==> config.mk <==
export PLATFORM = sky130hd
export DESIGN_NAME = instr_encoder
export DESIGN_NICKNAME = d
export VERILOG_FILES = /design/src/rtl/rv32_pkg.sv /design/src/rtl/sync_fifo.sv /design/src/rtl/instr_encoder.sv
export SDC_FILE = /design/constraint.sdc
export NUM_CORES = 1
export LEC_CHECK = 0
export ABC_AREA = 1
export BUFFER_PORTS_ARGS = -buffer_cell sky130_fd_sc_hd__buf_4
export CAP_MARGIN = 30
export CORE_MARGIN = 2
export CORE_UTILIZATION = 55
export DETAILED_ROUTE_END_ITERATION = 10
export PLACE_DENSITY = 0.8
export SYNTH_ARGS = -nofsm -noshare
export SYNTH_HDL_FRONTEND = slang
export SYNTH_SLANG_ARGS = --single-unit
==> constraint.sdc <==
create_clock -name clk -period 3.98 [get_ports clk]
set_input_delay 0 -clock clk [delete_from_list [all_inputs] [get_ports clk]]
set_output_delay 0 -clock clk [all_outputs]
set_load 0.02 [all_outputs]
==> src/rtl/rv32_pkg.sv <==
// rv32_pkg: shared RV32I definitions for the control unit and the encoder.
//   cuop_t   - operation codes emitted by the decoder, consumed by the encoder
//   fmt_t    - instruction layout selector used by the encoder
//   OPC_*    - major opcodes, F3_* / F7_* - function fields, NOP - addi x0,x0,0
//   fits_signed() - true when v is a sign-extension of its bits [msb:0]
package rv32_pkg;

    typedef enum logic [5:0] {
        OP_LUI, OP_AUIPC, OP_JAL, OP_JALR,
        OP_BEQ, OP_BNE, OP_BLT, OP_BGE, OP_BLTU, OP_BGEU,
        OP_LB, OP_LH, OP_LW, OP_LBU, OP_LHU,
        OP_SB, OP_SH, OP_SW,
        OP_ADDI, OP_SLTI, OP_SLTIU, OP_XORI, OP_ORI, OP_ANDI,
        OP_SLLI, OP_SRLI, OP_SRAI,
        OP_ADD, OP_SUB, OP_SLL, OP_SLT, OP_SLTU, OP_XOR, OP_SRL, OP_SRA, OP_OR, OP_AND
    } cuop_t;

    typedef enum logic [2:0] {
        FMT_U, FMT_J, FMT_I, FMT_SH, FMT_S, FMT_B, FMT_R, FMT_BAD
    } fmt_t;

    localparam logic [6:0] OPC_LUI   = 7'b0110111;
    localparam logic [6:0] OPC_AUIPC = 7'b0010111;
    localparam logic [6:0] OPC_JAL   = 7'b1101111;
    localparam logic [6:0] OPC_JALR  = 7'b1100111;
    localparam logic [6:0] OPC_BR    = 7'b1100011;
    localparam logic [6:0] OPC_LD    = 7'b0000011;
    localparam logic [6:0] OPC_ST    = 7'b0100011;
    localparam logic [6:0] OPC_OPIMM = 7'b0010011;
    localparam logic [6:0] OPC_OP    = 7'b0110011;

    // ALU / JALR
    localparam logic [2:0] F3_ADD  = 3'b000;
    localparam logic [2:0] F3_SLL  = 3'b001;
    localparam logic [2:0] F3_SLT  = 3'b010;
    localparam logic [2:0] F3_SLTU = 3'b011;
    localparam logic [2:0] F3_XOR  = 3'b100;
    localparam logic [2:0] F3_SR   = 3'b101;
    localparam logic [2:0] F3_OR   = 3'b110;
    localparam logic [2:0] F3_AND  = 3'b111;
    // branches
    localparam logic [2:0] F3_BEQ  = 3'b000;
    localparam logic [2:0] F3_BNE  = 3'b001;
    localparam logic [2:0] F3_BLT  = 3'b100;
    localparam logic [2:0] F3_BGE  = 3'b101;
    localparam logic [2:0] F3_BLTU = 3'b110;
    localparam logic [2:0] F3_BGEU = 3'b111;
    // load/store access width
    localparam logic [2:0] F3_B    = 3'b000;
    localparam logic [2:0] F3_H    = 3'b001;
    localparam logic [2:0] F3_W    = 3'b010;
    localparam logic [2:0] F3_BU   = 3'b100;
    localparam logic [2:0] F3_HU   = 3'b101;

    localparam logic [6:0] F7_ZERO = 7'b0000000;
    localparam logic [6:0] F7_ALT  = 7'b0100000;

    localparam logic [31:0] NOP = 32'h0000_0013;

    function automatic logic fits_signed(input logic [31:0] v, input int msb);
        logic [31:0] t;
        t = $signed(v) >>> msb;
        return (t == '0) || (t == '1);
    endfunction

endpackage

==> src/rtl/sync_fifo.sv <==
// sync_fifo: single-clock FIFO, DEPTH a power of two (>=2).
//   push/wdata - write when not full, or when full and popping in the same cycle
//   pop/rdata  - rdata shows the head entry; pop on empty is ignored
//   empty/full - occupancy flags
module sync_fifo #(
    parameter int WIDTH = 8,
    parameter int DEPTH = 2
) (
    input  logic             clk,
    input  logic             rst,
    input  logic             push,
    input  logic [WIDTH-1:0] wdata,
    input  logic             pop,
    output logic [WIDTH-1:0] rdata,
    output logic             empty,
    output logic             full
);

    localparam int PTR_W = $clog2(DEPTH);

    logic [WIDTH-1:0] mem [DEPTH];
    logic [PTR_W-1:0] wr_ptr, rd_ptr;
    logic [PTR_W:0]   used;
    logic             do_push, do_pop;

    assign do_pop  = pop && !empty;
    assign do_push = push && (!full || do_pop);

    // NOTE: sequential state uses non-blocking assignments so every register
    // samples the pre-edge values regardless of statement order.
    always_ff @(posedge clk or posedge rst) begin
        if (rst) begin
            wr_ptr <= '0;
            rd_ptr <= '0;
            used   <= '0;
        end else begin
            if (do_push) wr_ptr <= wr_ptr + 1'b1;
            if (do_pop)  rd_ptr <= rd_ptr + 1'b1;
            case ({do_push, do_pop})
                2'b10:   used <= used + 1'b1;
                2'b01:   used <= used - 1'b1;
                default: used <= used;
            endcase
        end
    end

    // NOTE: storage is deliberately not reset; occupancy gates every read, so
    // stale words are never observable and the array maps to plain RAM/flops.
    always_ff @(posedge clk) begin
        if (do_push) mem[wr_ptr] <= wdata;
    end

    assign rdata = mem[rd_ptr];
    assign empty = (used == '0);
    assign full  = (used == (PTR_W+1)'(DEPTH));

endmodule

==> src/rtl/instr_encoder.sv <==
// instr_encoder: RV32I encoder, the inverse of the control/decode unit.
//   load_pc/base_pc  - reload the word-address counter (wins over increment)
//   in_valid/in_ready, op, rd, rs1, rs2, imm - operation to encode
//   out_valid/out_ready, instr, addr, err    - head of the output FIFO
//   count            - entries consumed since reset, saturating
// Build option: define RANGE_CHECK_EN to flag immediates the format cannot
// represent (NOP + err); otherwise immediates are truncated silently.
module instr_encoder
    import rv32_pkg::*;
#(
    parameter int ADDR_W = 10,
    parameter int FIFO_D = 2
) (
    input  logic              clk,
    input  logic              rst,
    input  logic              load_pc,
    input  logic [ADDR_W-1:0] base_pc,
    input  logic              in_valid,
    output logic              in_ready,
    input  logic [5:0]        op,
    input  logic [4:0]        rd,
    input  logic [4:0]        rs1,
    input  logic [4:0]        rs2,
    input  logic [31:0]       imm,
    output logic              out_valid,
    input  logic              out_ready,
    output logic [31:0]       instr,
    output logic [ADDR_W-1:0] addr,
    output logic              err,
    output logic [ADDR_W:0]   count
);

    localparam int ENTRY_W = 32 + ADDR_W + 1;

    fmt_t              fmt;
    logic [6:0]        opc, f7;
    logic [2:0]        f3;
    logic              imm_ok;
    logic [31:0]       enc_instr;
    logic              enc_err;
    logic [ADDR_W-1:0] pc;
    logic              accept, pop, fifo_empty, fifo_full;
    logic [ENTRY_W-1:0] head;
    logic [31:0]       head_instr;
    logic [ADDR_W-1:0] head_addr;
    logic              head_err;

    // NOTE: every combinational output gets a default before the case so no
    // path leaves it unassigned (which would infer a latch).
    always_comb begin
        fmt = FMT_BAD;
        opc = '0;
        f3  = '0;
        f7  = F7_ZERO;
        case (op)
            OP_LUI:   begin fmt = FMT_U;  opc = OPC_LUI;   end
            OP_AUIPC: begin fmt = FMT_U;  opc = OPC_AUIPC; end
            OP_JAL:   begin fmt = FMT_J;  opc = OPC_JAL;   end
            OP_JALR:  begin fmt = FMT_I;  opc = OPC_JALR;  f3 = F3_ADD;  end
            OP_BEQ:   begin fmt = FMT_B;  opc = OPC_BR;    f3 = F3_BEQ;  end
            OP_BNE:   begin fmt = FMT_B;  opc = OPC_BR;    f3 = F3_BNE;  end
            OP_BLT:   begin fmt = FMT_B;  opc = OPC_BR;    f3 = F3_BLT;  end
            OP_BGE:   begin fmt = FMT_B;  opc = OPC_BR;    f3 = F3_BGE;  end
            OP_BLTU:  begin fmt = FMT_B;  opc = OPC_BR;    f3 = F3_BLTU; end
            OP_BGEU:  begin fmt = FMT_B;  opc = OPC_BR;    f3 = F3_BGEU; end
            OP_LB:    begin fmt = FMT_I;  opc = OPC_LD;    f3 = F3_B;    end
            OP_LH:    begin fmt = FMT_I;  opc = OPC_LD;    f3 = F3_H;    end
            OP_LW:    begin fmt = FMT_I;  opc = OPC_LD;    f3 = F3_W;    end
            OP_LBU:   begin fmt = FMT_I;  opc = OPC_LD;    f3 = F3_BU;   end
            OP_LHU:   begin fmt = FMT_I;  opc = OPC_LD;    f3 = F3_HU;   end
            OP_SB:    begin fmt = FMT_S;  opc = OPC_ST;    f3 = F3_B;    end
            OP_SH:    begin fmt = FMT_S;  opc = OPC_ST;    f3 = F3_H;    end
            OP_SW:    begin fmt = FMT_S;  opc = OPC_ST;    f3 = F3_W;    end
            OP_ADDI:  begin fmt = FMT_I;  opc = OPC_OPIMM; f3 = F3_ADD;  end
            OP_SLTI:  begin fmt = FMT_I;  opc = OPC_OPIMM; f3 = F3_SLT;  end
            OP_SLTIU: begin fmt = FMT_I;  opc = OPC_OPIMM; f3 = F3_SLTU; end
            OP_XORI:  begin fmt = FMT_I;  opc = OPC_OPIMM; f3 = F3_XOR;  end
            OP_ORI:   begin fmt = FMT_I;  opc = OPC_OPIMM; f3 = F3_OR;   end
            OP_ANDI:  begin fmt = FMT_I;  opc = OPC_OPIMM; f3 = F3_AND;  end
            OP_SLLI:  begin fmt = FMT_SH; opc = OPC_OPIMM; f3 = F3_SLL;  end
            OP_SRLI:  begin fmt = FMT_SH; opc = OPC_OPIMM; f3 = F3_SR;   end
            OP_SRAI:  begin fmt = FMT_SH; opc = OPC_OPIMM; f3 = F3_SR;   f7 = F7_ALT; end
            OP_ADD:   begin fmt = FMT_R;  opc = OPC_OP;    f3 = F3_ADD;  end
            OP_SUB:   begin fmt = FMT_R;  opc = OPC_OP;    f3 = F3_ADD;  f7 = F7_ALT; end
            OP_SLL:   begin fmt = FMT_R;  opc = OPC_OP;    f3 = F3_SLL;  end
            OP_SLT:   begin fmt = FMT_R;  opc = OPC_OP;    f3 = F3_SLT;  end
            OP_SLTU:  begin fmt = FMT_R;  opc = OPC_OP;    f3 = F3_SLTU; end
            OP_XOR:   begin fmt = FMT_R;  opc = OPC_OP;    f3 = F3_XOR;  end
            OP_SRL:   begin fmt = FMT_R;  opc = OPC_OP;    f3 = F3_SR;   end
            OP_SRA:   begin fmt = FMT_R;  opc = OPC_OP;    f3 = F3_SR;   f7 = F7_ALT; end
            OP_OR:    begin fmt = FMT_R;  opc = OPC_OP;    f3 = F3_OR;   end
            OP_AND:   begin fmt = FMT_R;  opc = OPC_OP;    f3 = F3_AND;  end
            default:  fmt = FMT_BAD;
        endcase
    end

    always_comb begin
        imm_ok = 1'b1;
`ifdef RANGE_CHECK_EN
        // Representable iff the bits above the field are a sign extension.
        case (fmt)
            FMT_I, FMT_S: imm_ok = fits_signed(imm, 11);
            FMT_B:        imm_ok = !imm[0] && fits_signed(imm, 12);
            FMT_J:        imm_ok = !imm[0] && fits_signed(imm, 20);
            FMT_U:        imm_ok = (imm[11:0] == '0);
            FMT_SH:       imm_ok = (imm[31:5] == '0);
            default:      imm_ok = 1'b1;
        endcase
`endif
    end

    always_comb begin
        enc_instr = NOP;
        enc_err   = 1'b0;
        case (fmt)
            FMT_U:   enc_instr = {imm[31:12], rd, opc};
            FMT_J:   enc_instr = {imm[20], imm[10:1], imm[11], imm[19:12], rd, opc};
            FMT_I:   enc_instr = {imm[11:0], rs1, f3, rd, opc};
            FMT_SH:  enc_instr = {f7, imm[4:0], rs1, f3, rd, opc};
            FMT_S:   enc_instr = {imm[11:5], rs2, rs1, f3, imm[4:0], opc};
            FMT_B:   enc_instr = {imm[12], imm[10:5], rs2, rs1, f3, imm[4:1], imm[11], opc};
            FMT_R:   enc_instr = {f7, rs2, rs1, f3, rd, opc};
            default: enc_err   = 1'b1;
        endcase
        if (enc_err || !imm_ok) begin
            enc_instr = NOP;
            enc_err   = 1'b1;
        end
    end

    // A pop in the same cycle frees the slot, so a full FIFO can still accept.
    assign out_valid = !fifo_empty;
    assign pop       = out_valid && out_ready;
    assign in_ready  = !fifo_full || pop;
    assign accept    = in_valid && in_ready;

    always_ff @(posedge clk or posedge rst) begin
        if (rst) begin
            pc    <= '0;
            count <= '0;
        end else begin
            if (load_pc)     pc <= base_pc;
            else if (accept) pc <= pc + 1'b1;
            if (pop && count != '1) count <= count + 1'b1;
        end
    end

    sync_fifo #(
        .WIDTH (ENTRY_W),
        .DEPTH (FIFO_D)
    ) u_fifo (
        .clk   (clk),
        .rst   (rst),
        .push  (accept),
        .wdata ({enc_instr, pc, enc_err}),
        .pop   (pop),
        .rdata (head),
        .empty (fifo_empty),
        .full  (fifo_full)
    );

    assign {head_instr, head_addr, head_err} = head;

    // Outputs read as zero while empty so nothing stale leaks after reset.
    assign instr = out_valid ? head_instr : '0;
    assign addr  = out_valid ? head_addr  : '0;
    assign err   = out_valid && head_err;

endmodule

* After elaboration in Yosys (flattened, before gate mapping) *
Memories as Yosys holds them, arrays and structs flattened.
Cells that the tools add are included.

word-level totals
  flip-flop bits (word level) = 25
  output and inout port bits = 56
  RAM bits = 86
  input bits = 68
  memories kept = 1
  logic and storage cells = 104

cells by class
  equal/unequal tests = 46
  multiplexer cells = 14
  reductions and logical operators = 32
  $add $sub $neg = 6

memories
  memory      words  bits a word  rd ports  clocked after memory_dff  write ports  line             source
  u_fifo.mem  2      43           1         0                         1            sync_fifo.sv:21  logic [WIDTH-1:0] mem [DEPTH];

operators by type and width
  operator                                                          count
  32-bit one-hot mux with 7 select lines                            1
  6-bit by 5-bit == test with 1-bit output (second input constant)  16
  32-bit two-way mux                                                2
  7-bit one-hot mux with 9 select lines                             1
  6-bit by 4-bit == test with 1-bit output (second input constant)  8
  3-bit one-hot mux with 7 select lines                             2
  6-bit == test (second input constant)                             5
  10-bit two-way mux                                                3
  6-bit by 3-bit == test with 1-bit output (second input constant)  4
  3-bit OR reduction                                                5
  6-bit by 2-bit == test with 1-bit output (second input constant)  2
  12-bit OR reduction                                               1
  6-bit OR reduction                                                2
  11-bit by 1-bit adder with 11-bit output (second input constant)  1
  11-bit != test (second input constant)                            1
  10-bit by 1-bit adder with 10-bit output (second input constant)  1
  10-bit OR reduction                                               1
  5-bit OR reduction                                                2
  3-bit == test (second input constant)                             3
  9-bit OR reduction                                                1
  4-bit OR reduction                                                2
  7-bit OR reduction                                                1
  3-bit by 2-bit == test with 1-bit output (second input constant)  2
  6-bit by 1-bit == test with 1-bit output (second input constant)  1
  other kinds (17)                                                  30

* Logic depth before layout (Yosys ltp) *
  word-level depth = 8
  gate-level depth with buffers = 12
  mapped depth without buffers = 11

* Cells and area by module *
A second synthesis with hierarchy kept.

second synthesis, totals
  cell total of the unflattened synthesis = 687
  area, all modules = 6,368.6 sq um

by module, submodules not included
  module         seq. area each (sq um)  instances  area each (sq um)  cells each
  sync_fifo      2,682.6                 1          3,538.4            166
  instr_encoder  525.5                   1          2,830.2            521

* Worst setup path before layout *
Ideal clock, no wire load.

  kind = reg-to-reg
  start point = reg u_fifo.used[1]
  end point = mem u_fifo.mem[1][0] (netlist bit), enable pin
  path slack = 847 ps
  library setup time = 443 ps
  required time = 3,537 ps
  arrival = 2,690 ps
  cell stages (with the launch flop) = 6
  path buffers = 0
  period minus slack after synthesis = 3,133 ps
  cells stage by stage = dfrtp_1 > inv_1 > nor2_1 > nand2_1 > nand2_1 > nor2_1

on the way
  word-level cells in the longest chain between the ends = 8
  elaborated cells on any way between the ends = 12
  classes of those cells = eq/ne (1); mux (2); reduce/logical (9)

ends and longest elaborated chain
  what                                       line                  source
  start: declaration                         sync_fifo.sv:23       logic [PTR_W:0] used;
  start signal: assignment                   sync_fifo.sv:40       2'b10: used <= used + 1'b1;
  start signal: assignment                   sync_fifo.sv:41       2'b01: used <= used - 1'b1;
  start signal: assignment                   sync_fifo.sv:42       default: used <= used;
  2-bit zero test                            sync_fifo.sv:54       assign empty = (used == '0);
  1-bit zero test                            instr_encoder.sv:132  assign out_valid = !fifo_empty;
  1-bit logical AND                          instr_encoder.sv:133  assign pop = out_valid && out_ready;
  1-bit logical OR *                         instr_encoder.sv:134  assign in_ready = !fifo_full || pop;
  named net in_ready                         instr_encoder.sv:19   output logic in_ready,
  1-bit logical AND *                        instr_encoder.sv:135  assign accept = in_valid && in_ready;
  1-bit logical AND *                        sync_fifo.sv:27       assign do_push = push && (!full || do_pop);
  1-bit two-way mux *                        sync_fifo.sv:50       if (do_push) mem[wr_ptr] <= wdata;
  1-bit two-way mux (implied by the code) *  sync_fifo.sv:50
  end: declaration                           sync_fifo.sv:21

Mark *: on every way through the listed nets, which the timed path passes. The rest lies on a longest branch.

* Worst setup path in the final report *
  start point = in op[4]
  end point = mem u_fifo.mem[1][37] (netlist bit), data pin

on the way
  word-level cells in the longest chain between the ends = 6
  elaborated cells on any way between the ends = 54
  classes of those cells = eq/ne (42); mux (3); reduce/logical (9)

ends and longest elaborated chain
  what                                                                          line                  source
  start: declaration                                                            instr_encoder.sv:20   input logic [5:0] op,
  6-bit by 5-bit == test with 1-bit output, or another cell as far along        instr_encoder.sv:55   case (op)
  12-bit OR reduction (no line), or another cell as far along                   -
  3-bit one-hot mux with 7 select lines *                                       instr_encoder.sv:55
  3-bit == test, or another cell as far along                                   instr_encoder.sv:115  case (fmt)
  32-bit one-hot mux with 7 select lines or 7-bit OR reduction (tied branches)  -
  32-bit two-way mux *                                                          instr_encoder.sv:125  if (enc_err || !imm_ok) begin
  named net enc_instr[26]                                                       instr_encoder.sv:39   logic [31:0] enc_instr;

Marked as above.

==> impl_metrics.yaml <==
worst_setup_path:
  r2r_slack_ps: 1750
  path_buf_inv: 2
  cp_data_arrival_time_ps: 2490
  ff2ff_path_depth: 6
  critical_path_depth: 9
  cp-start-kind: "input pin"
  slowest_stage: "nor2_1"
  cpPeakStageDelay_ps: 640
  critPathMaxFanout: 16
  crit_required_ps: 4210
  setup.worst_path.start: "op[4]"
  crit_end: "u_fifo.mem[1][37]"
  r2r_end: "u_fifo.mem[1][37]"
  crit_path_end_kind: "flip-flop"
  reg2reg_from: "u_fifo.used[1]"
  crit_chain: "buf_4 -> nor2_1 -> nand3_1 -> nand3_2 -> nor2_1 -> nand4_1 -> nand2_1 -> nand2_1 -> dlygate4sd3_1"
  cp_top_family: "simple AND/OR/NAND/NOR gates"
  critPathKind: "input pin to flip-flop"
detailed_routing:
  ant_nets: 0
  wl_met2_mm: 7.641
  avgViaCountPerCell: 5.422
  wl_per_cell_um: 15.21
  wl_met3_mm: 1.252
  routed_wl_mm: 15.31
  num_vias: 5455
  drc: 0
  wl_met1_mm: 6.050
  highest_layer: "met4"
  first_pass_iters: 5
  drt_iter0_markers: 491
power_and_ir_drop:
  peakVddDrop_mv: 0.4548
  p_leak_nw: 3.447
  power_density_nw_per_um2: 585.0
grt:
  track_usage_pct: 26.65
  grt_pass1_wl_mm: 23.89
  grt_overflow: 0
  grt_pass1_vias: 5108
  grt_max_degree: 45
  grt_antenna_before_repair: 0
placement:
  place_congestion: 0.9254
  port_buffers: 123
  hpwl_mm: 10.50
  placed_area_um2: 6902
  preCtsSetupSlack_ps: 1777
die:
  start_util_pct: 56.73
  core_region_area_um2: 10320
  io_pins: 124
  die_w_um: 107.2
  die_h_um: 107.2
  rows: 37
  dieArea_um2: 11490
cells_and_area:
  area_growth_pct: 26.92
  layout_commonest_cell: "nand2_1"
  stdcell_area_um2: 7433
  layout_common_cells: "nand2_1 (267), buf_4 (127), edfxtp_1 (84), nor2_1 (68), a21oi_1 (51)"
  antenna_cells: 0
  drive_above_1_share_pct: 18.74
  nets: 936
cts:
  postCtsSetupBuffers: 0
  cts-buffers-inserted: 9
  cts.sink_count: 109
  clk_pin_slew_ps: 100
  cts_root_buf: "clkbuf_8"
  clockBufferDepth: 2
  htree_levels: 3
  cts_tree: "yes"
  worstSkewPairLatency_ps: 360
timing:
  finClkSkew_ps: 9.595
  relSlewSlack_pct: 44.32
  slew_violations: 0
  max_freq_mhz: 440.6
  tightest_slew_ps: 832.2
  post-route-min-period_ps: 2269
  finalSetupViolations: 0
  setup_slack_ps: 1711
  hold_viol: 0
  rsz0062_at_grt: "no"
  fin_crit_sh_pct: 57.02
  fin_setup_tns_ps: 0
yosys:
  synth-seq-cells: 109
  netlist_area_um2: 5857
  yosysWarnings: 0
  synthDistinctLibCells: 33
  seq_area_frac_synth_pct: 53.75
  syn_area_per_cell_um2: 8.191
  syn-instance-count: 715
outcome:
  status: "finished clean"
run:
  maxCapViolCount: 0
min_path:
  min_path_cells: 3
  min_path_type: "input pin to flip-flop"
[worst register-to-register path: stages (launching register included)]
cell and delay (ps):
dfrtp_1 430, inv_1 100, nor2_1 40, nand2_1 80, nand2_1 250, nor2_4 590, buf_4 420
[sequential cells by signal, indices dropped and copies added, names as in the netlist]
signal,cells
count,11
pc,10
u_fifo.mem,84
u_fifo.rd_ptr,1
u_fifo.used,2
u_fifo.wr_ptr,1
[power breakdown]
group / internal [mW] / leakage [nW] / switching, mW / total [mW]
combinational: 0.730 / 2.26 / 1.31 / 2.04
sequential: 1.56 / 1.10 / 0.137 / 1.69
clock: 0.236 / 0.0881 / 0.380 / 0.616
[per-stage QoR]
step | hold WS [ps] | utilization (%) | cells | power [mW]
after floorplan | 27.32 | - | 716 | 2.875
after global placement | 240.7 | 66.51 | 953 | 3.644
after detailed placement | 82.33 | 66.85 | 955 | 3.707
after CTS | 0.6955 | 72.00 | 1006 | 4.347
after global routing | 23.08 | 72.00 | 1006 | 4.564
final | 17.91 | 72.00 | 1006 | 4.349
[routing by layer]
metal | vias to the layer above | GRT usage [%]
met4 | 0 | 9.833
met5 | - | 0
met3 | 29 | 3.830
met1 | 2493 | 33.59
li1 | 2649 | -
met2 | 284 | 46.61
[area by class of cell]
cell class / instances / area (um2)
Fill cell: 781 / 2890
Sequential cell: 109 / 3148
Timing Repair Buffer: 164 / 1339
Inverter: 56 / 210.2
Clock buffer: 9 / 123.9
Tap cell: 136 / 170.2
Multi-Input combinational cell: 525 / 2385
Clock inverter: 7 / 57.56
[repair_timing]
| action | CTS | global route |
|---|---|---|
| resized for setup | 0 | 0 |
| hold endpoints to repair | 44 | 0 |
| hold buffers | 35 | 0 |
[logic make-up after synthesis]
family	count (synthesis)	synth area share (%)
other cells	1	0.06403
buf+inv	82	5.982
simple gates	412	28.67
xor+xnor	15	2.243
fa+ha+maj	3	0.6410
flops	109	53.75
compound gates	93	8.652
[worst min path at each step]
stage | slack, ps | endpoint | from
after CTS | 0.7 | u_fifo.mem[1][34] | rs2[3]
after global placement | 240 | pc[7] | base_pc[7]
final | 20 | u_fifo.mem[1][34] | rs2[3]
after global routing | 20 | u_fifo.mem[1][33] | rs2[2]
after detailed placement | 80 | count[0] | rst
after floorplan | 30 | count[0] | rst
[Yosys cell counts]
cell,n,area [um2]
nor3_2,1,10.01
nand2_1,267,1002
clkbuf_1,16,60.06
a221oi_1,1,8.760
nand3_1,45,225.2
clkinv_1,3,11.26
conb_1,1,3.750
o22ai_1,6,37.54
xor2_1,12,105.1
a21oi_1,51,255.2
dfrtp_1,25,625.6
nor2_2,5,31.28
o221ai_1,1,8.760
o21bai_1,1,7.510
a21boi_0,5,37.54
o21ai_1,3,15.01
inv_2,4,15.01
buf_2,4,20.02
buf_4,2,15.01
xnor2_1,3,26.28
o21ai_0,20,100.1
inv_1,49,183.9
ha_1,3,37.54
nor2_1,71,266.5
edfxtp_1,84,2522
buf_6,4,45.04
nand3b_1,4,30.03
nand2_2,4,25.02
a31oi_1,1,6.260
nand3_2,1,10.01
nand4_1,7,43.79
o211ai_1,4,30.03
nor3_1,7,35.03
No activity file was read; power rests on OpenSTA's default activity.
